## src/rtl/q_measure_pkg.sv

```systemverilog
// Shared definitions for the Q measurement block and its sweep partner:
// state encoding, default bus width and the sample-count helper.
package q_measure_pkg;

    // Common with the sweep block; both sides of i_ref/q_measured must agree.
    localparam int BUS_WIDTH_DEF   = 10;
    localparam int AVG_LOG2_DEF    = 3;
    localparam int NUM_SAMPLES_DEF = 2 ** AVG_LOG2_DEF;

    typedef logic [1:0] state_t;

    localparam logic [1:0] ST_IDLE   = 2'd0;
    localparam logic [1:0] ST_SETTLE = 2'd1;
    localparam logic [1:0] ST_ACCUM  = 2'd2;
    localparam logic [1:0] ST_DONE   = 2'd3;

    // Number of samples averaged per measurement.
    function automatic int num_samples(input int avg_log2);
        return 2 ** avg_log2;
    endfunction

endpackage

```

## src/rtl/q_avg_accum.sv

```systemverilog
// Sample accumulator for q_measure: sums 2**AVG_LOG2 samples and presents
// the truncating average. The controlling FSM drives clear/add and watches
// last to know when the final sample is being taken.
module q_avg_accum
    import q_measure_pkg::*;
#(
    parameter int SAMPLE_WIDTH = 10,
    parameter int AVG_LOG2     = 3
) (
    input  logic                    clk,
    input  logic                    rst,
    input  logic                    clear,
    input  logic                    add,
    input  logic [SAMPLE_WIDTH-1:0] sample,
    output logic                    last,
    output logic [SAMPLE_WIDTH-1:0] avg
);

    // Wide enough to hold the full sum, so no overflow handling is needed.
    localparam int ACC_W = SAMPLE_WIDTH + AVG_LOG2;
    // One spare bit keeps the counter legal when AVG_LOG2 is 0.
    localparam int CNT_W = AVG_LOG2 + 1;
    localparam int NUM   = num_samples(AVG_LOG2);

    logic [ACC_W-1:0] acc;
    logic [CNT_W-1:0] cnt;

    // Sum accepted samples and count them; clear wins over add.
    always_ff @(posedge clk or negedge rst) begin
        if (!rst) begin
            acc <= '0;
            cnt <= '0;
        end else if (clear) begin
            acc <= '0;
            cnt <= '0;
        end else if (add) begin
            acc <= acc + ACC_W'(sample);
            cnt <= cnt + CNT_W'(1);
        end
    end

    assign last = add && (cnt == CNT_W'(NUM - 1));
    assign avg  = acc[ACC_W-1:AVG_LOG2];

endmodule

```

## src/rtl/q_measure.sv

```systemverilog
// Q measurement controller. Waits for the reference current to settle after
// each change, averages a burst of amplitude samples, and hands the result
// to the sweep with a one-clock ready pulse.
//
//   state  | meaning
//   IDLE   | waiting for enable plus a new reference (or a forced start)
//   SETTLE | settle down-counter running; samples ignored
//   ACCUM  | summing valid samples until the burst is complete
//   DONE   | one cycle: publish average, pulse ready
module q_measure
    import q_measure_pkg::*;
#(
    parameter int BUS_WIDTH     = BUS_WIDTH_DEF,
    parameter int SAMPLE_WIDTH  = 10,
    parameter int SETTLE_CYCLES = 64,
    parameter int AVG_LOG2      = AVG_LOG2_DEF
) (
    input  logic                    clk,
    input  logic                    rst,
    input  logic                    enable,
    input  logic [BUS_WIDTH-1:0]    i_ref,
    input  logic                    sample_valid,
    input  logic [SAMPLE_WIDTH-1:0] sample,
    output logic [BUS_WIDTH-1:0]    q_measured,
    output logic                    ready,
    output logic                    busy
);

    localparam int SET_W = $clog2(SETTLE_CYCLES + 1);
    localparam logic [SET_W-1:0] SETTLE_LOAD = SET_W'(SETTLE_CYCLES - 1);

    state_t                  state;
    logic [BUS_WIDTH-1:0]    ref_last;
    logic                    start_pending;
    logic [SET_W-1:0]        settle_cnt;

    logic                    ref_changed;
    logic                    acc_clear;
    logic                    acc_add;
    logic                    acc_last;
    logic [SAMPLE_WIDTH-1:0] avg;
    logic [BUS_WIDTH-1:0]    avg_ext;

    assign ref_changed = (i_ref != ref_last);
    assign avg_ext     = BUS_WIDTH'(avg);
    assign busy        = (state == ST_SETTLE) || (state == ST_ACCUM);

    // Accumulator handshake: clear on the SETTLE->ACCUM edge, add only while
    // the measurement is still live (enabled, reference unchanged).
    always_comb begin
        acc_clear = 1'b0;
        acc_add   = 1'b0;
        if (enable && !ref_changed) begin
            acc_clear = (state == ST_SETTLE) && (settle_cnt == '0);
            acc_add   = (state == ST_ACCUM) && sample_valid;
        end
    end

    q_avg_accum #(
        .SAMPLE_WIDTH (SAMPLE_WIDTH),
        .AVG_LOG2     (AVG_LOG2)
    ) u_avg (
        .clk    (clk),
        .rst    (rst),
        .clear  (acc_clear),
        .add    (acc_add),
        .sample (sample),
        .last   (acc_last),
        .avg    (avg)
    );

    // Measurement sequencer; disable beats a reference change, which beats
    // sample completion, so an aborted burst never reaches DONE.
    always_ff @(posedge clk or negedge rst) begin
        if (!rst) begin
            state         <= ST_IDLE;
            ref_last      <= '0;
            start_pending <= 1'b1;
            settle_cnt    <= '0;
            q_measured    <= '0;
            ready         <= 1'b0;
        end else begin
            ready <= 1'b0;
            if (!enable) begin
                state         <= ST_IDLE;
                start_pending <= 1'b1;
            end else begin
                case (state)
                    ST_IDLE: begin
                        if (start_pending || ref_changed) begin
                            state         <= ST_SETTLE;
                            ref_last      <= i_ref;
                            start_pending <= 1'b0;
                            settle_cnt    <= SETTLE_LOAD;
                        end
                    end
                    ST_SETTLE: begin
                        if (ref_changed) begin
                            ref_last   <= i_ref;
                            settle_cnt <= SETTLE_LOAD;
                        end else if (settle_cnt == '0) begin
                            state <= ST_ACCUM;
                        end else begin
                            settle_cnt <= settle_cnt - SET_W'(1);
                        end
                    end
                    ST_ACCUM: begin
                        if (ref_changed) begin
                            state      <= ST_SETTLE;
                            ref_last   <= i_ref;
                            settle_cnt <= SETTLE_LOAD;
                        end else if (acc_last) begin
                            state <= ST_DONE;
                        end
                    end
                    ST_DONE: begin
                        q_measured <= avg_ext;
                        ready      <= 1'b1;
                        state      <= ST_IDLE;
                    end
                    default: state <= ST_IDLE;
                endcase
            end
        end
    end

endmodule

```

## config.mk

```make
export PLATFORM = sky130hd
export DESIGN_NAME = q_measure
export DESIGN_NICKNAME = d
export VERILOG_FILES = /design/src/rtl/q_measure_pkg.sv /design/src/rtl/q_avg_accum.sv /design/src/rtl/q_measure.sv
export SDC_FILE = /design/constraint.sdc
export NUM_CORES = 1
export LEC_CHECK = 0
export CORE_MARGIN = 5
export CORE_UTILIZATION = 50
export DETAILED_ROUTE_END_ITERATION = 8
export DONT_BUFFER_PORTS = 1
export MAX_ROUTING_LAYER = met4
export PLACE_DENSITY = 0.69
export SLEW_MARGIN = 40
export SYNTH_ARGS = -nofsm -noshare
export SYNTH_HDL_FRONTEND = slang
export SYNTH_SLANG_ARGS = --single-unit
```

## constraint.sdc

```tcl
create_clock -name clk -period 4.1 [get_ports clk]
set_input_delay 0.82 -clock clk [delete_from_list [all_inputs] [get_ports clk]]
set_output_delay 0.82 -clock clk [all_outputs]
set_load 0.01 [all_outputs]
```

; ---- Word level (Yosys, flattened, before mapping)
; Cells that the tools add are included.
[totals]
regBits = 48
out_inout_bits = 12
word_cells = 70
[classes]
add_sub_neg = 3
n_eq_ne = 15
muxes = 26
n_reduce_logical = 18
[op_table]
columns = operator, count
row1 = two-way mux 7 bit, 4
row2 = two-way mux 13 bit, 2
row3 = case mux 7 bit (3 select lines), 1
row4 = two-way mux 10 bit, 2
row5 = case mux 10 bit (2 select lines), 1
row6 = adder 13 x 10 -> 13 bit, 1
row7 = two-way mux 2 bit, 6
row8 = != test 10 bit, 1
row9 = "!= test 3 bit, second input constant", 3
row10 = two-way mux 4 bit, 2
row11 = case mux 2 bit (4 select lines), 1
row12 = AND reduction 4 bit, 2
row13 = logical NOT 7 bit, 1
row14 = two-way mux 1 bit, 7
row15 = "subtractor 7 x 1 -> 7 bit, second input constant", 1
row16 = "!= test 2 x 1 -> 1 bit, second input constant", 3
row17 = AND reduction 5 bit, 1
row18 = "adder 4 x 1 -> 4 bit, second input constant", 1
row19 = "equality test 2 bit, second input constant", 2
row20 = "equality test 4 x 3 -> 1 bit, second input constant", 1
row21 = logical AND 1 bit, 4
row22 = "!= test 2 bit, second input constant", 2
row23 = "!= test 4 bit, second input constant", 1
row24 = AND reduction 2 bit, 2
row25 = 8 further kinds, 10

; ---- Logic depth before layout (Yosys ltp)
; Gate-level depths: netlist (run 1).
[depth]
ltp_word = 9
ltp_mapped = 9
depth_no_buf = 9

; ---- By module
; Synthesis (run 1) repeated with hierarchy kept, for this count alone.
[hier_totals]
cells_unflattened = 281
area_unflattened_um2 = 2971.6
[by_module_without_submodules]
columns = mod, n_inst, cells_per_inst, area_per_inst_um2, seq_area_each_um2
row1 = q_measure, 1, 143, 1717.9, 777.0
row2 = q_avg_accum, 1, 138, 1253.7, 425.4

; ---- Least setup slack after synthesis (run 1)
; Ideal clock, no wire load.
[synth_timing]
path_type = input-to-reg
startpoint = input sample[0]
endpoint = register u_avg.acc[12]
setup_time_ns = 0.128
arrival_ns = 2.318
path_slack_ns = 1.653
stages = 9
n_path_buf = 0
cell_sequence = ha_1 -> inv_1 -> fa_1 -> nand2b_1 -> a21oi_1 -> o2111ai_1 -> a211oi_1 -> xnor2_1 -> nor2_1
[synth_between]
elab_chain_cells = 3
[synth_rtl]
columns = item, line_no
row1 = "start, declared", q_measure.sv:23  ; input logic [SAMPLE_WIDTH-1:0] sample,
row2 = adder 13 x 10 -> 13 bit, q_avg_accum.sv:37  ; acc <= acc + ACC_W'(sample);
row3 = two-way mux 13 bit, q_avg_accum.sv:36  ; end else if (add) begin
row4 = two-way mux 13 bit, q_avg_accum.sv:33  ; end else if (clear) begin
row5 = "end signal, assigned", q_avg_accum.sv:37
row6 = "end, declared", q_avg_accum.sv:25  ; logic [ACC_W-1:0] acc;
; Every way passes these cells. The select of a mux whose other input is x is not followed.
; A chain may end at the register's enable or synchronous reset.

; ---- Worst setup path in the final report (run 1)
; Ends and elaborated chain as after synthesis.

==> flow_summary_export.csv, run 1 <==
group,metric,value,unit
timing,relSlewSlack,63.3,%
drt,drt-wirelength-per-cell,15.0,um
timing,final.setup.tns,0,ns
cells_and_area,syn2layout_area_growth,5.84,%
min_path,holdCritPathClass,"in2async",
global_routing,antenna_found_initial,0,
cells_and_area,final_cell_mix,"47 x dfrtp_1, 21 x mux2_2, 17 x ha_1",
cts,ctsResizeCount,0,
cts,holdBufCountCts,0,
timing,finClkSkew,0.00689,ns
power_and_ir_drop,powerDensity,345,nW/um2
cts,cts_buffers,5,
yosys,synth_cells,246,
cells_and_area,fin_nets,292,
yosys,synthFlopType,"dfrtp_1",
global_routing,grt_overflow_total,0,
yosys,synthArstFlopShare,100,%
floorplan,dieArea,6920,um2
global_routing,gr-usage-met3,3.56,%
drt,ant_nets,0,
cells_and_area,drive_gt1_share,14.4,%
setup_path,crit_arrival,2.56,ns
global_routing,use_met1,20.9,%
place,gp_congestion,0.844,
global_routing,grt_max_degree,49,
drt,viasPerCell,5.54,
timing,rsz0062_at_grt,"no",
cells_and_area,n_antenna_cell,0,
global_routing,top_usage_layer,"met2",
setup_path,worstSetupEndpointType,"register",
drt,dr_total_vias,1774,
yosys,avgSynthCellArea,10.9,um2
timing,whs,0.207,ns
flow_run,cap_violations,0,
global_routing,grt_pass1_wl,8600,um
yosys,synth_edf_count,0,
cts,tritoncts,"done",
yosys,yosys_warnings,0,
floorplan,io-pin-count,36,
cts,root_buffer,"clkbuf_8",
run_status,status,"complete, no violations",
floorplan,die_w,83.2,um
cells_and_area,post-route-util,55.2,%
timing,worst_pin_slew,0.550,ns
setup_path,critPathRequiredTime,4.28,ns
setup_path,startpoint_type,"primary input",
drt,initialDrtViolationCount,99,
cells_and_area,layout_commonest_cell,"dfrtp_1",
place,numPortBuffers,0,
cells_and_area,final.fill_count,481,
timing,hold_viol_final,0,
place,placed_area,2760,um2
setup_path,critical_path.max_fanout,3,
yosys,ys_seq_area_share,44.9,%
power_and_ir_drop,peakVddDrop,0.197,mV
cts,insertion_delay,0.30,ns
timing,setup_viol,0,
global_routing,grt_pass1_vias,1779,
place,hpwlAfterDp,3570,um
cts,post-cts-setup-buffers,0,
drt,detail_route.drc_violations,0,
floorplan,core,5140,um2
cts,htree_levels,2,
setup_path,path_class,"in2reg",
cells_and_area,final_area,2840,um2
floorplan,start_util,52.1,%
yosys,syn_nets,288,
cts,cts_sinks,48,
floorplan,row_count,26,
yosys,synth_seq_cells,48,
drt,dr.pass1.iters,4,
floorplan,dieHeight,83.2,um
yosys,synth_area,2680,um2
timing,maxSlewViolCount,0,
timing,post-route-period-util,58.1,%
timing,fmax,0.420,GHz
yosys,synth_cell_types,43,
power_and_ir_drop,leakagePower,1.30,nW
drt,drt_wl_total,4800,um
cts,path_clk_slew,0.09,ns
global_routing,grt.total_usage,15.5,%
power_and_ir_drop,fin_total_pwr,0.977,mW
cts,max-clock-path-buffers,2,
global_routing,grt.met2_usage,22.9,%
timing,period_minus_slack,2.38,ns
## cell usage after synthesis, types with 2 or more instances
| master | count | area [um2] |
|---|---|---|
| a211oi_1 | 2 | 15.0 |
| a21o_1 | 4 | 30.0 |
| a21oi_1 | 14 | 70.1 |
| a22o_1 | 8 | 70.1 |
| a32o_1 | 3 | 30.0 |
| and2_1 | 3 | 18.8 |
| clkbuf_1 | 2 | 7.51 |
| dfrtp_1 | 47 | 1180 |
| ha_1 | 17 | 213 |
| inv_1 | 14 | 52.6 |
| mux2_2 | 21 | 236 |
| nand2_1 | 10 | 37.5 |
| nand2b_1 | 5 | 31.3 |
| nand3_1 | 5 | 25.0 |
| nand4_1 | 4 | 25.0 |
| nor2_1 | 16 | 60.1 |
| nor2b_1 | 2 | 12.5 |
| nor3_1 | 5 | 25.0 |
| nor4_4 | 2 | 42.5 |
| o211ai_1 | 2 | 15.0 |
| o21a_1 | 2 | 15.0 |
| o21ai_0 | 15 | 75.1 |
| o21ai_1 | 3 | 15.0 |
| or3_1 | 5 | 31.3 |
| xnor2_1 | 5 | 43.8 |
| xor2_1 | 13 | 114 |
## path summary, 6_finish.rpt
| check | start | end | slack, ns | cells after the start |
|---|---|---|---|---|
| min reg2reg | start_pending$_DFFE_PN1P_ | start_pending$_DFFE_PN1P_ | 0.49 | 2 |
| min in group clk | start_pending$_DFFE_PN1P_ | start_pending$_DFFE_PN1P_ | 0.49 | 2 |
| max reg2reg | u_avg.acc[0]$_DFFE_PN0P_ | u_avg.acc[12]$_DFFE_PN0P_ | 1.85 | 9 |
| max | sample[0] | u_avg.acc[12]$_DFFE_PN0P_ | 1.72 | 9 |
| max in group asynchronous | rst | start_pending$_DFFE_PN1P_ | 3.70 | 0 |
| min | rst | q_measured[5]$_DFFE_PN0P_ | 0.21 | 0 |
## registers in the layout (all words and copies together) (netlist names)
register	flops
state	2
ready	1
settle_cnt	7
u_avg.cnt	4
u_avg.acc	13
q_measured	10
ref_last	10
start_pending	1
## critical path: stages
cell,delay [ns]
ha_1,0.14
inv_1,0.05
fa_1,0.37
nand2b_1,0.19
a21oi_1,0.25
o2111ai_1,0.21
a211oi_1,0.31
xnor2_1,0.16
nor2_1,0.05
## logic make-up (layout without fill, tap and decap cells)
| family | Yosys count | in the layout | synth area share [%] |
|---|---|---|---|
| compound gates | 62 | 62 | 15.9 |
| simple gates | 61 | 61 | 13.0 |
| flops | 48 | 48 | 44.9 |
| mux | 22 | 22 | 9.20 |
| fa+ha+maj | 18 | 18 | 8.69 |
| xor+xnor | 18 | 18 | 5.89 |
| buf+inv | 17 | 21 | 2.43 |
## report_power, final
part           internal [mW]  switching (mW)
logic                 0.0761          0.0981
registers              0.505          0.0280
clock network          0.116           0.154
total                  0.697           0.280
## cell type report
class                           instances  area [um2]  area share, %
Tap cell                               70        87.6           3.09
Inverter                               14        52.6           1.85
Multi-Input combinational cell        181        1420           49.9
Sequential cell                        48        1200           42.4
Clock inverter                          1        5.00          0.177
Clock buffer                            6        72.6           2.56
## per-layer routing
| layer | up-vias | routed length (um) |
|---|---|---|
| met2 | 32 | 2180 |
| met3 | 9 | 169 |
| li1 | 894 | - |
| met4 | 0 | 83 |
| met1 | 839 | 2370 |
| met5 | - | 0 |
## through the flow
| step | worst slack, ns | instances |
|---|---|---|
| finish | 1.72 | 320 |
| global route | 1.58 | 320 |
| CTS | 1.73 | 320 |
| detailed placement | 1.42 | 313 |
| global placement | 1.27 | 313 |
| floorplan | 1.65 | 246 |
(Power assumes the default switching activity.)
==> inputs of run 2 (changes only) <==
--- a/config.mk
+++ b/config.mk
@@ -10,7 +10,7 @@
 export DETAILED_ROUTE_END_ITERATION = 8
 export DONT_BUFFER_PORTS = 1
 export MAX_ROUTING_LAYER = met4
-export PLACE_DENSITY = 0.69
+export PLACE_DENSITY = 0.72
 export SLEW_MARGIN = 40
 export SYNTH_ARGS = -nofsm -noshare
 export SYNTH_HDL_FRONTEND = slang
==> constraint.sdc (replaced) <==
create_clock -name clk -period 2 [get_ports clk]
set_input_delay 0.4 -clock clk [delete_from_list [all_inputs] [get_ports clk]]
set_output_delay 0.4 -clock clk [all_outputs]
set_load 0.01 [all_outputs]
==> run 2 against run 1 <==
Effect of this change: cell area is 12% higher; count of clock-buffer cells in the layout is 1 lower; worst hold slack worse by 0.031 ns; first-iteration DRC count is 4.0% higher; via count is 9.5% higher; global-route usage is 1.7 points higher; sequential power is 100% higher; cell count is 6.3% higher; sequential cell count stayed put; non-clock buffer count is 20 higher; die area stayed put; utilization is 6.6 points higher; critical path type is now reg2reg.
==> flow_summary_export.csv, run 2 (same netlist as run 1, synthesis figures left out) <==
group,metric,value,unit
place,numPortBuffers,0,
floorplan,dieArea,6920,um2
global_routing,antenna_found_initial,0,
min_path,hold_path_depth,1,
cts,root_buffer,"clkbuf_8",
cts,insertion_delay,0.30,ns
timing,finClkSkew,0.00378,ns
drt,dr.pass1.iters,5,
cells_and_area,final.fill_count,453,
place,gp_congestion,0.876,
setup_path,critPathRequiredTime,2.19,ns
timing,worst_pin_slew,0.502,ns
cells_and_area,n_antenna_cell,0,
setup_path,rr_startpoint,"u_avg.acc[0]$_DFFE_PN0P_",
timing,maxSlewViolCount,0,
cts,cts_sinks,48,
drt,detail_route.drc_violations,0,
cells_and_area,largest_reg_flops,13,
floorplan,io-pin-count,36,
power_and_ir_drop,leakagePower,1.44,nW
timing,setup_viol,0,
setup_path,reg2reg_depth,9,
floorplan,start_util,52.1,%
drt,drt-wirelength-per-cell,16.4,um
drt,viasPerCell,5.71,
drt,drt_wl_total,5590,um
cts,tritoncts,"done",
setup_path,worstSetupEndpointType,"register",
floorplan,row_count,26,
cells_and_area,syn2layout_area_growth,18.5,%
global_routing,use_met1,21.4,%
global_routing,top_usage_layer,"met2",
global_routing,grt_pass1_vias,1951,
cells_and_area,top_regs,"u_avg.acc (13), q_measured (10), ref_last (10)",
cts,cts_buffers,5,
min_path,min_to,"start_pending$_DFFE_PN1P_",
flow_run,cap_violations,0,
setup_path,critical_path.max_fanout,3,
cts,htree_levels,2,
global_routing,grt_max_degree,49,
setup_path,rrSetupSlack,0.02,ns
cells_and_area,post-route-util,61.8,%
drt,initialDrtViolationCount,103,
setup_path,startpoint_type,"register",
global_routing,grt.met2_usage,26.5,%
min_path,min_from,"enable",
global_routing,gr-usage-met3,4.65,%
timing,fmax,0.505,GHz
drt,ant_nets,0,
timing,relSlewSlack,66.4,%
global_routing,grt.total_usage,17.2,%
power_and_ir_drop,fin_total_pwr,2.35,mW
drt,dr_total_vias,1943,
setup_path,crit_arrival,2.17,ns
place,hpwlAfterDp,3820,um
floorplan,core,5140,um2
global_routing,grt_overflow_total,0,
cells_and_area,regMostFlops,"u_avg.acc",
timing,rsz0062_at_grt,"yes",
cts,path_clk_slew,0.09,ns
cells_and_area,final_cell_mix,"46 x dfrtp_1, 21 x mux2_2, 16 x nor2_1, 16 x buf_4",
setup_path,path_class,"reg2reg",
power_and_ir_drop,powerDensity,740,nW/um2
setup_path,r2r-end,"u_avg.acc[8]$_DFFE_PN0P_",
min_path,holdCritPathClass,"in2reg",
timing,hold_viol_final,0,
cells_and_area,layout_commonest_cell,"dfrtp_1",
floorplan,die_w,83.2,um
timing,period_minus_slack,1.98,ns
power_and_ir_drop,peakVddDrop,0.388,mV
global_routing,grt_pass1_wl,9490,um
cts,max-clock-path-buffers,2,
cells_and_area,drive_gt1_share,28.1,%
timing,post-route-period-util,99.1,%
floorplan,dieHeight,83.2,um
run_status,status,"complete, no violations",
cells_and_area,fin_nets,312,
-- run 2: cell types whose count changed in the layout (fill, tap and decap cells not counted), sizes merged --
cell         previous run  this run
bufinv                  0         2
dlygate4sd3             0         1
clkinv                  1         0
clkbuf                  6         5
buf                     0        19
-- run 2: final cells by class --
cell class | count | area [um2] | area share, %
Clock buffer | 5 | 68.8 | 2.17
Timing Repair Buffer | 20 | 189 | 5.95
Multi-Input combinational cell | 181 | 1510 | 47.7
Sequential cell | 48 | 1200 | 37.9
Inverter | 14 | 52.6 | 1.66
Clock inverter | 2 | 60.1 | 1.89
Tap cell | 70 | 87.6 | 2.76
-- run 2: worst max path at each step --
stage / cells after the start / slack [ns] / from / to
finish: 9 / 0.02 / u_avg.acc[0]$_DFFE_PN0P_ / u_avg.acc[8]$_DFFE_PN0P_
detailed placement: 9 / -0.09 / sample[0] / u_avg.acc[12]$_DFFE_PN0P_
floorplan: 9 / 0.007 / sample[0] / u_avg.acc[12]$_DFFE_PN0P_
CTS: 6 / 0.0002 / ref_last[0]$_DFFE_PN0P_ / settle_cnt[5]$_DFFE_PN0P_
global placement: 9 / -0.07 / sample[0] / u_avg.acc[12]$_DFFE_PN0P_
global route: 9 / -0.08 / u_avg.acc[0]$_DFFE_PN0P_ / u_avg.acc[10]$_DFFE_PN0P_
-- run 2: per-stage QoR --
step | setup TNS [ns] | cells | hold slack (ns) | setup WS, ns | instance area [um2]
floorplan | 0 | 246 | 0.104 | 0.00700 | 2690
global placement | -0.0805 | 327 | 0.107 | -0.0709 | 2880
detailed placement | -0.138 | 327 | 0.106 | -0.0882 | 2880
CTS | 0 | 338 | 0.175 | 0.000167 | 3110
global route | -0.426 | 340 | 0.174 | -0.0838 | 3170
finish | 0 | 340 | 0.176 | 0.0185 | 3170
-- run 2: routing by layer --
| layer | vias up | part of all wire, % | wire, um |
|---|---|---|---|
| met5 | - | 0 | 0 |
| met4 | 0 | 2.6 | 144 |
| met3 | 11 | 4.0 | 225 |
| met2 | 31 | 48 | 2700 |
| met1 | 964 | 45 | 2520 |
| li1 | 937 | - | - |
-- run 2: where the power goes --
| part | internal, mW | total [mW] | switching, mW |
|---|---|---|---|
| Clock | 0.492 | 0.817 | 0.325 |
| Combinational | 0.198 | 0.445 | 0.247 |
| Sequential | 1.04 | 1.09 | 0.0522 |
-- run 2: what timing repair did --
| action | in CTS | in global routing |
|---|---|---|
| hold buffers | 2 | 0 |
| endpoints found under the hold margin | 48 | 0 |
| pin swaps | 6 | 6 |
| setup buffers | 2 | 2 |
| endpoints found under the setup margin | 13 | 36 |
| resized for setup | 9 | 14 |
| cloned | 0 | 0 |
-- run 2: worst max-delay path, cell delays in order, from the launching register on --
cell and delay [ns]:
dfrtp_1 0.39, ha_2 0.18, inv_2 0.06, fa_2 0.19
nand2b_4 0.13, a21oi_4 0.06, nand2b_4 0.15, a21o_1 0.17
a211o_1 0.31, a32o_1 0.23
==> inputs of run 3 (changes only) <==
--- a/config.mk
+++ b/config.mk
@@ -9,7 +9,6 @@
 export CORE_UTILIZATION = 50
 export DETAILED_ROUTE_END_ITERATION = 8
 export DONT_BUFFER_PORTS = 1
-export MAX_ROUTING_LAYER = met4
 export PLACE_DENSITY = 0.72
 export SLEW_MARGIN = 40
 export SYNTH_ARGS = -nofsm -noshare
==> run 3 against run 2 <==
Effect of this change: sequential power barely moved; maximum frequency rose by 0.14%; first-iteration DRC count fell by 8.7%; largest power group unchanged; cell area barely moved; clock skew barely moved; largest cell class unchanged; clock power rose by 0.6%; count of clock-buffer cells in the layout did not move; via count rose by 0.21%.
==> flow_summary_export.csv, run 3 (same netlist as run 1, synthesis figures left out) <==
group,metric,value,unit
run_status,status,"complete, no violations",
floorplan,core,5140,um2
timing,worst_pin_slew,0.506,ns
setup_path,crit_arrival,2.17,ns
global_routing,grt_max_degree,49,
cts,max-clock-path-buffers,2,
timing,setup_ws,0.0213,ns
cells_and_area,final.fill_count,453,
cts,tritoncts,"done",
cells_and_area,drive_gt1_share,28.5,%
timing,setup_viol,0,
drt,dr_total_vias,1947,
setup_path,startpoint_type,"register",
cells_and_area,final_cell_mix,"46 x dfrtp_1, 21 x mux2_2, 16 x nor2_1, 16 x buf_4",
drt,viasPerCell,5.73,
timing,finClkSkew,0.00391,ns
place,gp_congestion,0.862,
flow_run,cap_violations,0,
setup_path,critPathLaunch,"u_avg.acc[0]$_DFFE_PN0P_",
timing,period_minus_slack,1.98,ns
floorplan,start_util,52.1,%
power_and_ir_drop,p_switching,0.628,mW
setup_path,path_class,"reg2reg",
min_path,min_from,"enable",
setup_path,critical_path.max_fanout,3,
setup_path,rr_startpoint,"u_avg.acc[0]$_DFFE_PN0P_",
cells_and_area,n_antenna_cell,0,
power_and_ir_drop,p_seq_share,46.2,%
timing,whs,0.177,ns
cells_and_area,largest_reg_flops,13,
cts,cts_buffers,5,
setup_path,worstSetupEndpointType,"register",
global_routing,grt_overflow_total,0,
cts,htree_levels,2,
timing,hold_viol_final,0,
cells_and_area,regMostFlops,"u_avg.acc",
floorplan,dieArea,6920,um2
timing,fmax,0.505,GHz
timing,relSlewSlack,66.2,%
floorplan,die_w,83.2,um
global_routing,antenna_found_initial,0,
min_path,hold_path_depth,1,
cts,insertion_delay,0.30,ns
place,numPortBuffers,0,
floorplan,dieHeight,83.2,um
timing,final.setup.tns,0,ns
drt,drt_wl_total,5600,um
cells_and_area,syn2layout_area_growth,18.5,%
global_routing,grt_pass1_wl,9490,um
power_and_ir_drop,p_sw_share,26.7,%
global_routing,grt_pass1_vias,1962,
drt,dr.pass1.iters,4,
place,dp.cells,327,
drt,ant_nets,0,
setup_path,critPathRequiredTime,2.19,ns
cells_and_area,layout_commonest_cell,"dfrtp_1",
place,hpwlAfterDp,3820,um
drt,detail_route.drc_violations,0,
timing,post-route-period-util,98.9,%
place,dp_slack,-0.0882,ns
power_and_ir_drop,p_comb_share,18.9,%
cts,path_clk_slew,0.09,ns
power_and_ir_drop,leakagePower,1.44,nW
cells_and_area,stdcell_count,340,
power_and_ir_drop,powerDensity,742,nW/um2
cells_and_area,fin_nets,312,
cells_and_area,top_regs,"u_avg.acc (13), q_measured (10), ref_last (10)",
global_routing,grt.total_usage,16.7,%
drt,drt-wirelength-per-cell,16.5,um
setup_path,reg2reg_depth,9,
timing,rsz0062_at_grt,"yes",
power_and_ir_drop,peakVddDrop,0.387,mV
cts,cts_sinks,48,
floorplan,row_count,26,
min_path,holdCritPathClass,"in2reg",
power_and_ir_drop,p_clk_share,34.9,%
floorplan,io-pin-count,36,
cts,root_buffer,"clkbuf_8",
timing,maxSlewViolCount,0,
power_and_ir_drop,internal_power,1.73,mW
drt,initialDrtViolationCount,94,
==> run 3: through the flow <==
stage | area, um2 | utilization, % | total power [mW]
after floorplan | 2690 | - | 1.41
after global placement | 2880 | 56.1 | 1.49
after detailed placement | 2880 | 56.1 | 1.50
after CTS | 3110 | 60.4 | 2.35
after global routing | 3180 | 61.8 | 2.47
final | 3180 | 61.8 | 2.35
==> run 3: worst max-delay path: stages, from the launching register on <==
cell and delay [ns]:
dfrtp_1 0.39, ha_2 0.18, inv_2 0.06, fa_2 0.19, nand2b_4 0.13, a21oi_4 0.06
nand2b_4 0.15, a21o_1 0.16, a211o_1 0.31, a32o_1 0.22
==> run 3: power by group through the flow <==
stage | clock, mW | combinational, mW | sequential (mW)
floorplan | 0 | 0.310 | 1.10
finish | 0.822 | 0.445 | 1.09
CTS | 0.837 | 0.429 | 1.09
global placement | 0 | 0.389 | 1.10
global route | 0.874 | 0.498 | 1.10
detailed placement | 0 | 0.394 | 1.10
==> run 3: path summary, 6_finish.rpt <==
path | slack [ns] | end
max | 0.02 | u_avg.acc[8]$_DFFE_PN0P_
min | 0.18 | start_pending$_DFFE_PN1P_
max reg2reg | 0.02 | u_avg.acc[8]$_DFFE_PN0P_
min reg2reg | 0.50 | settle_cnt[6]$_DFFE_PN0P_
max in group asynchronous | 1.14 | start_pending$_DFFE_PN1P_
min in group asynchronous | 0.60 | state[1]$_DFFE_PN0P_
==> run 3: per-layer routing <==
metal,vias up,global-route usage [%],part of all wire [%]
li1,940,-,-
met1,975,21.0,45
met2,23,26.5,49
met3,9,5.25,4.1
met4,0,7.13,2.2
met5,-,0,0
==> run 3: final cells by class <==
cell class              instances  area, um2  area share (%)
clock buffers                   5       68.8            2.17
clock inverters                 2       60.1            1.89
inverters                      14       52.6            1.65
multi-input cells             181       1510            47.7
flip-flops and latches         48       1200            37.9
well taps                      70       87.6            2.76
repair buffers                 20        189            5.95
==> run 3: repair_timing <==
action                                 4_1_cts  5_1_grt
gates resized for setup                      9       15
pin swaps                                    6        6
hold buffers                                 2        0
setup endpoints to repair                   13       36
setup buffers                                2        2
endpoints found under the hold margin       48        0
